--- config.mk ---
export PLATFORM = sky130hd
export DESIGN_NAME = serial_adder_ctrl_flat
export DESIGN_NICKNAME = d
export VERILOG_FILES = /design/src/rtl/serial_adder_if.sv /design/src/rtl/serial_adder_ctrl.sv /design/src/flat_wrapper.sv
export SDC_FILE = /design/constraint.sdc
export NUM_CORES = 1
export LEC_CHECK = 0
export ABC_AREA = 1
export BUFFER_PORTS_ARGS = -buffer_cell sky130_fd_sc_hd__buf_2
export CORE_MARGIN = 4
export CORE_UTILIZATION = 42
export CTS_CLUSTER_DIAMETER = 40
export DETAILED_ROUTE_END_ITERATION = 10
export GPL_ROUTABILITY_DRIVEN = 1
export HOLD_SLACK_MARGIN = 0.02
export PLACE_DENSITY = 0.68
export SETUP_SLACK_MARGIN = 0.2
export SLEW_MARGIN = 20
export SYNTH_ARGS = -nofsm -noshare
export SYNTH_HDL_FRONTEND = slang
export SYNTH_SLANG_ARGS = --single-unit
--- constraint.sdc ---
create_clock -name clk -period 1.3 [get_ports clk]
set_clock_uncertainty 0.15 [all_clocks]
set_input_delay 0.065 -clock clk [delete_from_list [all_inputs] [get_ports clk]]
set_output_delay 0.065 -clock clk [all_outputs]
set_load 0.005 [all_outputs]
--- src/rtl/serial_adder_if.sv ---
// serial_adder_if: start/operand request and busy/done/result response of the serial adder
interface serial_adder_if #(parameter int WIDTH = 8) ();
  logic             start;
  logic [WIDTH-1:0] a;
  logic [WIDTH-1:0] b;
  logic             cin;
  logic             busy;
  logic             done;
  logic [WIDTH-1:0] sum;
  logic             cout;
  modport master (output start, a, b, cin, input busy, done, sum, cout);
  modport slave (input start, a, b, cin, output busy, done, sum, cout);
endinterface

--- src/rtl/serial_adder_ctrl.sv ---
// serial_adder_ctrl: bit-serial WIDTH-bit adder, one full-adder cell and a carry flop, LSB first
module serial_adder_ctrl #(
  parameter int WIDTH = 8
) (
  input logic            clk,
  input logic            rst,
  serial_adder_if.slave  bus
);
  localparam int CW = $clog2(WIDTH + 1);
  typedef enum logic [1:0] {IDLE, ADD, DONE} state_t;
  state_t           state_q, state_d;
  logic [WIDTH-1:0] sha_q, sha_d, shb_q, shb_d, shs_q, shs_d, sum_q, sum_d;
  logic             carry_q, carry_d, cout_q, cout_d;
  logic [CW-1:0]    cnt_q, cnt_d;
  logic             s, c, last;
  logic [WIDTH:0]   shs_ext;
  always_comb begin
    s       = sha_q[0] ^ shb_q[0] ^ carry_q;
    c       = (sha_q[0] & shb_q[0]) | ((sha_q[0] ^ shb_q[0]) & carry_q);
    shs_ext = {s, shs_q};
    last    = cnt_q == CW'(WIDTH - 1);
    state_d = state_q;
    sha_d   = sha_q;
    shb_d   = shb_q;
    shs_d   = shs_q;
    carry_d = carry_q;
    cnt_d   = cnt_q;
    sum_d   = sum_q;
    cout_d  = cout_q;
    if (state_q == ADD) begin
      sha_d   = sha_q >> 1;
      shb_d   = shb_q >> 1;
      shs_d   = shs_ext[WIDTH:1];
      carry_d = c;
      cnt_d   = cnt_q + CW'(1);
      sum_d   = last ? shs_ext[WIDTH:1] : sum_q;
      cout_d  = last ? c : cout_q;
      state_d = last ? DONE : ADD;
    end else if (bus.start) begin
      sha_d   = bus.a;
      shb_d   = bus.b;
      carry_d = bus.cin;
      shs_d   = '0;
      cnt_d   = '0;
      state_d = ADD;
    end else begin
      state_d = IDLE;
    end
  end
  always_ff @(posedge clk) begin
    if (rst) begin
      state_q <= IDLE;
      sha_q   <= '0;
      shb_q   <= '0;
      shs_q   <= '0;
      carry_q <= 1'b0;
      cnt_q   <= '0;
      sum_q   <= '0;
      cout_q  <= 1'b0;
    end else begin
      state_q <= state_d;
      sha_q   <= sha_d;
      shb_q   <= shb_d;
      shs_q   <= shs_d;
      carry_q <= carry_d;
      cnt_q   <= cnt_d;
      sum_q   <= sum_d;
      cout_q  <= cout_d;
    end
  end
  assign bus.busy = state_q == ADD;
  assign bus.done = state_q == DONE;
  assign bus.sum  = sum_q;
  assign bus.cout = cout_q;
endmodule

--- src/flat_wrapper.sv ---
// flat-port wrapper written by rule: the top's interface ports become plain ports
module serial_adder_ctrl_flat 
#(
  parameter int WIDTH = 8
)
  (clk, rst, bus_start, bus_a, bus_b, bus_cin, bus_busy, bus_done, bus_sum, bus_cout);
  serial_adder_if #(.WIDTH(WIDTH)) bus_i ();
  input logic clk;
  input logic rst;
  input wire logic [$bits(bus_i.start)-1:0] bus_start;
  input wire logic [$bits(bus_i.a)-1:0] bus_a;
  input wire logic [$bits(bus_i.b)-1:0] bus_b;
  input wire logic [$bits(bus_i.cin)-1:0] bus_cin;
  output wire logic [$bits(bus_i.busy)-1:0] bus_busy;
  output wire logic [$bits(bus_i.done)-1:0] bus_done;
  output wire logic [$bits(bus_i.sum)-1:0] bus_sum;
  output wire logic [$bits(bus_i.cout)-1:0] bus_cout;
  assign bus_i.start = bus_start;
  assign bus_i.a = bus_a;
  assign bus_i.b = bus_b;
  assign bus_i.cin = bus_cin;
  assign bus_busy = bus_i.busy;
  assign bus_done = bus_i.done;
  assign bus_sum = bus_i.sum;
  assign bus_cout = bus_i.cout;
  serial_adder_ctrl #(.WIDTH(WIDTH)) u_core (.clk(clk), .rst(rst), .bus(bus_i));
endmodule
Word-level counts from Yosys, hierarchy flattened. Index checks and enable logic that the tools add are counted.

Input bits: 20. Word-level logic and storage cells: 35. Register bits: 40. Output and inout bits: 11.

Bitwise logic cells: 5. Equal/unequal tests: 3. Multiplexer cells: 13. Reduce and logical (&&, ||, !) cells: 3. Add/subtract/negate cells: 1.

Operators with widths (count): 7-bit 2-to-1 mux (4); 8-bit 2-to-1 mux (2); 4-bit 2-to-1 mux (2); 4-bit by 1-bit adder with 4-bit output (second input constant) (1); 4-bit by 3-bit equality test with 1-bit output (second input constant) (1); 2-bit 2-to-1 mux (2); 1-bit 2-to-1 mux (3); 1-bit bitwise AND (2); 2-bit by 1-bit equality test with 1-bit output (second input constant) (1); 2-bit equality test (second input constant) (1); 2-bit AND reduction (1); 2-bit nonzero test (1); 2-bit OR reduction (1); 1-bit bitwise XOR (2); 1-bit bitwise OR (1).

Longest topological paths before layout.
Depth in word-level cells: 4. Mapped depth: 7. Mapped depth without buffers: 6.

Worst setup path before layout. OpenSTA, ideal clock, no wires.

Kind: flip-flop to flip-flop. From: reg u_core.cnt_q[0]. To: reg u_core.cout_q, in the netlist u_core.bus.cout. Buffers on the path: 0. Setup slack: 0.017 ns. Library setup time: 0.059 ns. Cell stages (with the launch flop): 7. Data arrival time: 1.074 ns. Data required time: 1.091 ns. Period minus slack after synthesis: 1.283 ns. Cell sequence: dfxtp_1 > ha_1 > nand3_1 > nor2_1 > nor2_2 > nand2_1 > nand2_1.

Longest elaborated chain between the ends: 2.

Ends and longest elaborated chain: from (decl) (RTL line serial_adder_ctrl.sv:14) `logic [CW-1:0] cnt_q, cnt_d;`; from (signal assigned) (RTL line serial_adder_ctrl.sv:66) `cnt_q <= cnt_d;`; 4-bit by 3-bit equality test with 1-bit output (RTL line serial_adder_ctrl.sv:21) `last = cnt_q == CW'(WIDTH - 1);`; 2-bit AND reduction (no line); to (signal assigned) (RTL line serial_adder_ctrl.sv:68) `cout_q <= cout_d;`; to (decl) (RTL line serial_adder_ctrl.sv:13) `logic carry_q, carry_d, cout_q, cout_d;`.

No other way between the ends. A chain may end at the register's enable or synchronous reset.

Worst setup path in the final report.
From: reg u_core.carry_q. To: reg u_core.shs_q[7].

Longest elaborated chain between the ends: 2.

Ends and longest elaborated chain: from (decl) (RTL line serial_adder_ctrl.sv:13); from (signal assigned) (RTL line serial_adder_ctrl.sv:65) `carry_q <= carry_d;`; 1-bit bitwise XOR (RTL line serial_adder_ctrl.sv:18) `s = sha_q[0] ^ shb_q[0] ^ carry_q;`; named net u_core.s (RTL line serial_adder_ctrl.sv:15) `logic s, c, last;`; 8-bit 2-to-1 mux (RTL line serial_adder_ctrl.sv:30) `if (state_q == ADD) begin`; to (signal assigned) (RTL line serial_adder_ctrl.sv:64) `shs_q <= shs_d;`; to (decl) (RTL line serial_adder_ctrl.sv:12) `logic [WIDTH-1:0] sha_q, sha_d, shb_q, shb_d, shs_q, shs_d, sum_q, sum_d;`.

The timed path passes the listed nets, and every way through them passes these cells.

==> out/metrics.cfg <==
[outcome]
outcome=completed

[global_routing]
gr-usage-all-layers_pct=16.2
grt_max_degree=30
grt_pass1_wl_mm=6.53
grt_pass1_vias=1501
grt_antenna_before_repair=0
grt_overflow=0

[routing]
viasPerCell=4.84
drtIter0Drc=114
routed_wl_mm=4.22
num_vias=1640
detail_route.wl_per_cell_um=12.5
dr.pass1.iters=4
antenna_left=0
drcViolationCount=0

[clock_network]
clock-root-buffer=clkbuf_8
clkSlewWorstSetupHoldPaths_ns=0.08
insertion_delay_ns=0.29
clock_path_buffers=2
cts.htree.levels=2
cts_buffers=5
cts_sinks=39
cts_tree=done

[floorplanning]
die_w_um=70.8
start_util_pct=44.2
rows=22
die_y_um=70.8
dieArea_um2=5010
core_um2=3740
ios=31

[synthesis]
yosysWarnings=0
synth_top_area_share_pct=47.2
ys_seq_elements=39
ys_seq_area_share_pct=47.2
synthesis.nets=251
synth_area_leaders=dfxtp_1 47%, nand2_1 19%, nand3_1 14%, inv_1 4.1%, a21oi_1 3.0%
postSynthCellCount=229
syn_area_um2=1650
avgSynthCellArea_um2=7.22
synth_largest_area_cell=dfxtp_1
synth_edf_count=0
yosysUniqueCellTypes=23
synth_top_flop_cell=dfxtp_1
async_flop_share_pct=0

[timing]
max_freq_ghz=0.776
finalCritPeriodShare_pct=99.1
rsz0062_at_grt=true
hold_slack_ns=0.0232
hold_viol_final=0
fin_ws_ns=0.0116
setup_tns_ns=0
setup_viol_count_final=0
slew_violations=0
period_minus_slack_ns=1.29
tightest_slew_ns=0.225
relSlewSlack_pct=84.9

[cells_and_area]
syn_to_final_growth_pct=45.3
fillers=340
drive_above_1_share_pct=28.2
fin_util_pct=64.2
layout_common_cells=76 x nand2_1, 46 x nand3_1, 33 x dfxtp_1, 30 x buf_2, 18 x dlygate4sd3_1
finalInstanceArea_um2=2400
layout.nets=312
fin_cells=339
layout_commonest_cell=nand2_1
antenna_cells=0

[run]
max_cap_violations=0

[placed_design]
port-buffer-count=30
place_hpwl_mm=2.38
dpl.cell_count=307
place_ws_ns=-0.0393
place.gp.congestion=0.785
placed_cell_area_um2=1950

[critical_path]
cp.arrival_ns=1.37
critPathCaptureType=flip-flop
crit_fanout=2
required_ns=1.38
startpoint=u_core.carry_q
crit_type=flip-flop to flip-flop
start_kind=flip-flop
reg2reg_from=u_core.carry_q

[power_and_ir_drop]
leakage_nw=1.16
p_per_area_nw_per_um2=1110
power_mw=2.67
peakVddDrop_mv=0.827

[hold_path]
worstHoldStart=rst
hold_path.class=input port to flip-flop

[report_power, final]
group          total [mW]  leakage [nW]  internal [mW]  switching, mW
sequential           1.26         0.320           1.23         0.0260
combinational       0.354         0.774          0.179          0.176
clock                1.05        0.0612          0.621          0.431
[critical path, stage by stage, from the launching register on]
cell and delay (ns):
dfxtp_2 0.33, fa_2 0.58, nand2_2 0.06, a21oi_2 0.11
[logic make-up after synthesis]
logic type               Yosys count  share of synthesized area [%]
adder cells (fa/ha/maj)            2                           1.97
flip-flops                        39                           47.2
AO/OA/AOI/OAI                     13                           4.24
XOR/XNOR                           1                          0.530
AND/OR/NAND/NOR                  142                           37.6
buffers and inverters             32                           8.47
[cell usage after synthesis, drive strengths merged, types with 2 or more instances]
| library cell | number |
|---|---|
| nand3 | 47 |
| nor3 | 2 |
| inv | 18 |
| nand2 | 83 |
| a21oi | 10 |
| a211oi | 2 |
| nor2 | 9 |
| clkinv | 2 |
| clkbuf | 2 |
| dfxtp | 39 |
| buf | 10 |
[registers in the layout (all words and copies together), names as in the netlist]
| register | cells |
|---|---|
| u_core.cnt_q | 4 |
| u_core.carry_q | 1 |
| u_core.shs_q | 7 |
| u_core.bus.sum | 8 |
| u_core.shb_q | 8 |
| u_core.bus.cout | 1 |
| u_core.sha_q | 8 |
| u_core.state_q | 2 |
[cell type report]
cell class	instances	area (µm²)	area share, %
Multi-Input combinational cell	159	817	34.0
Tap cell	48	60.1	2.50
Sequential cell	39	788	32.8
Inverter	20	77.6	3.23
Clock inverter	2	35.0	1.46
Timing Repair Buffer	65	543	22.6
Clock buffer	6	82.6	3.44
[path summary, 6_finish.rpt]
kind	endpoint	slack, ns	depth (start not counted)
setup / recovery	u_core.shs_q[7]	0.01	3
hold / removal	u_core.state_q[1]	0.02	3
setup reg to reg	u_core.shs_q[7]	0.01	3
hold reg to reg	u_core.bus.sum[4]	0.30	2
[metal layers]
layer  share of wire [%]  global-route usage [%]  routed length (µm)  vias up
li1                    -                       -                   -      852
met5                   0                       0                   0        -
met2                  48                    27.4                2020       36
met1                  45                    19.6                1920      741
met3                 4.3                    2.84                 180       11
met4                 2.4                    8.35                 100        0
[timing repair]
action                                 CTS  global route
buffers inserted                         2             0
pin swaps                                9             8
endpoints found under the hold margin   19             0
setup endpoints to repair               39            41
hold buffers                            18             0
resized for setup                        8            10
cloned                                   0             4
(Power assumes the default switching activity.)
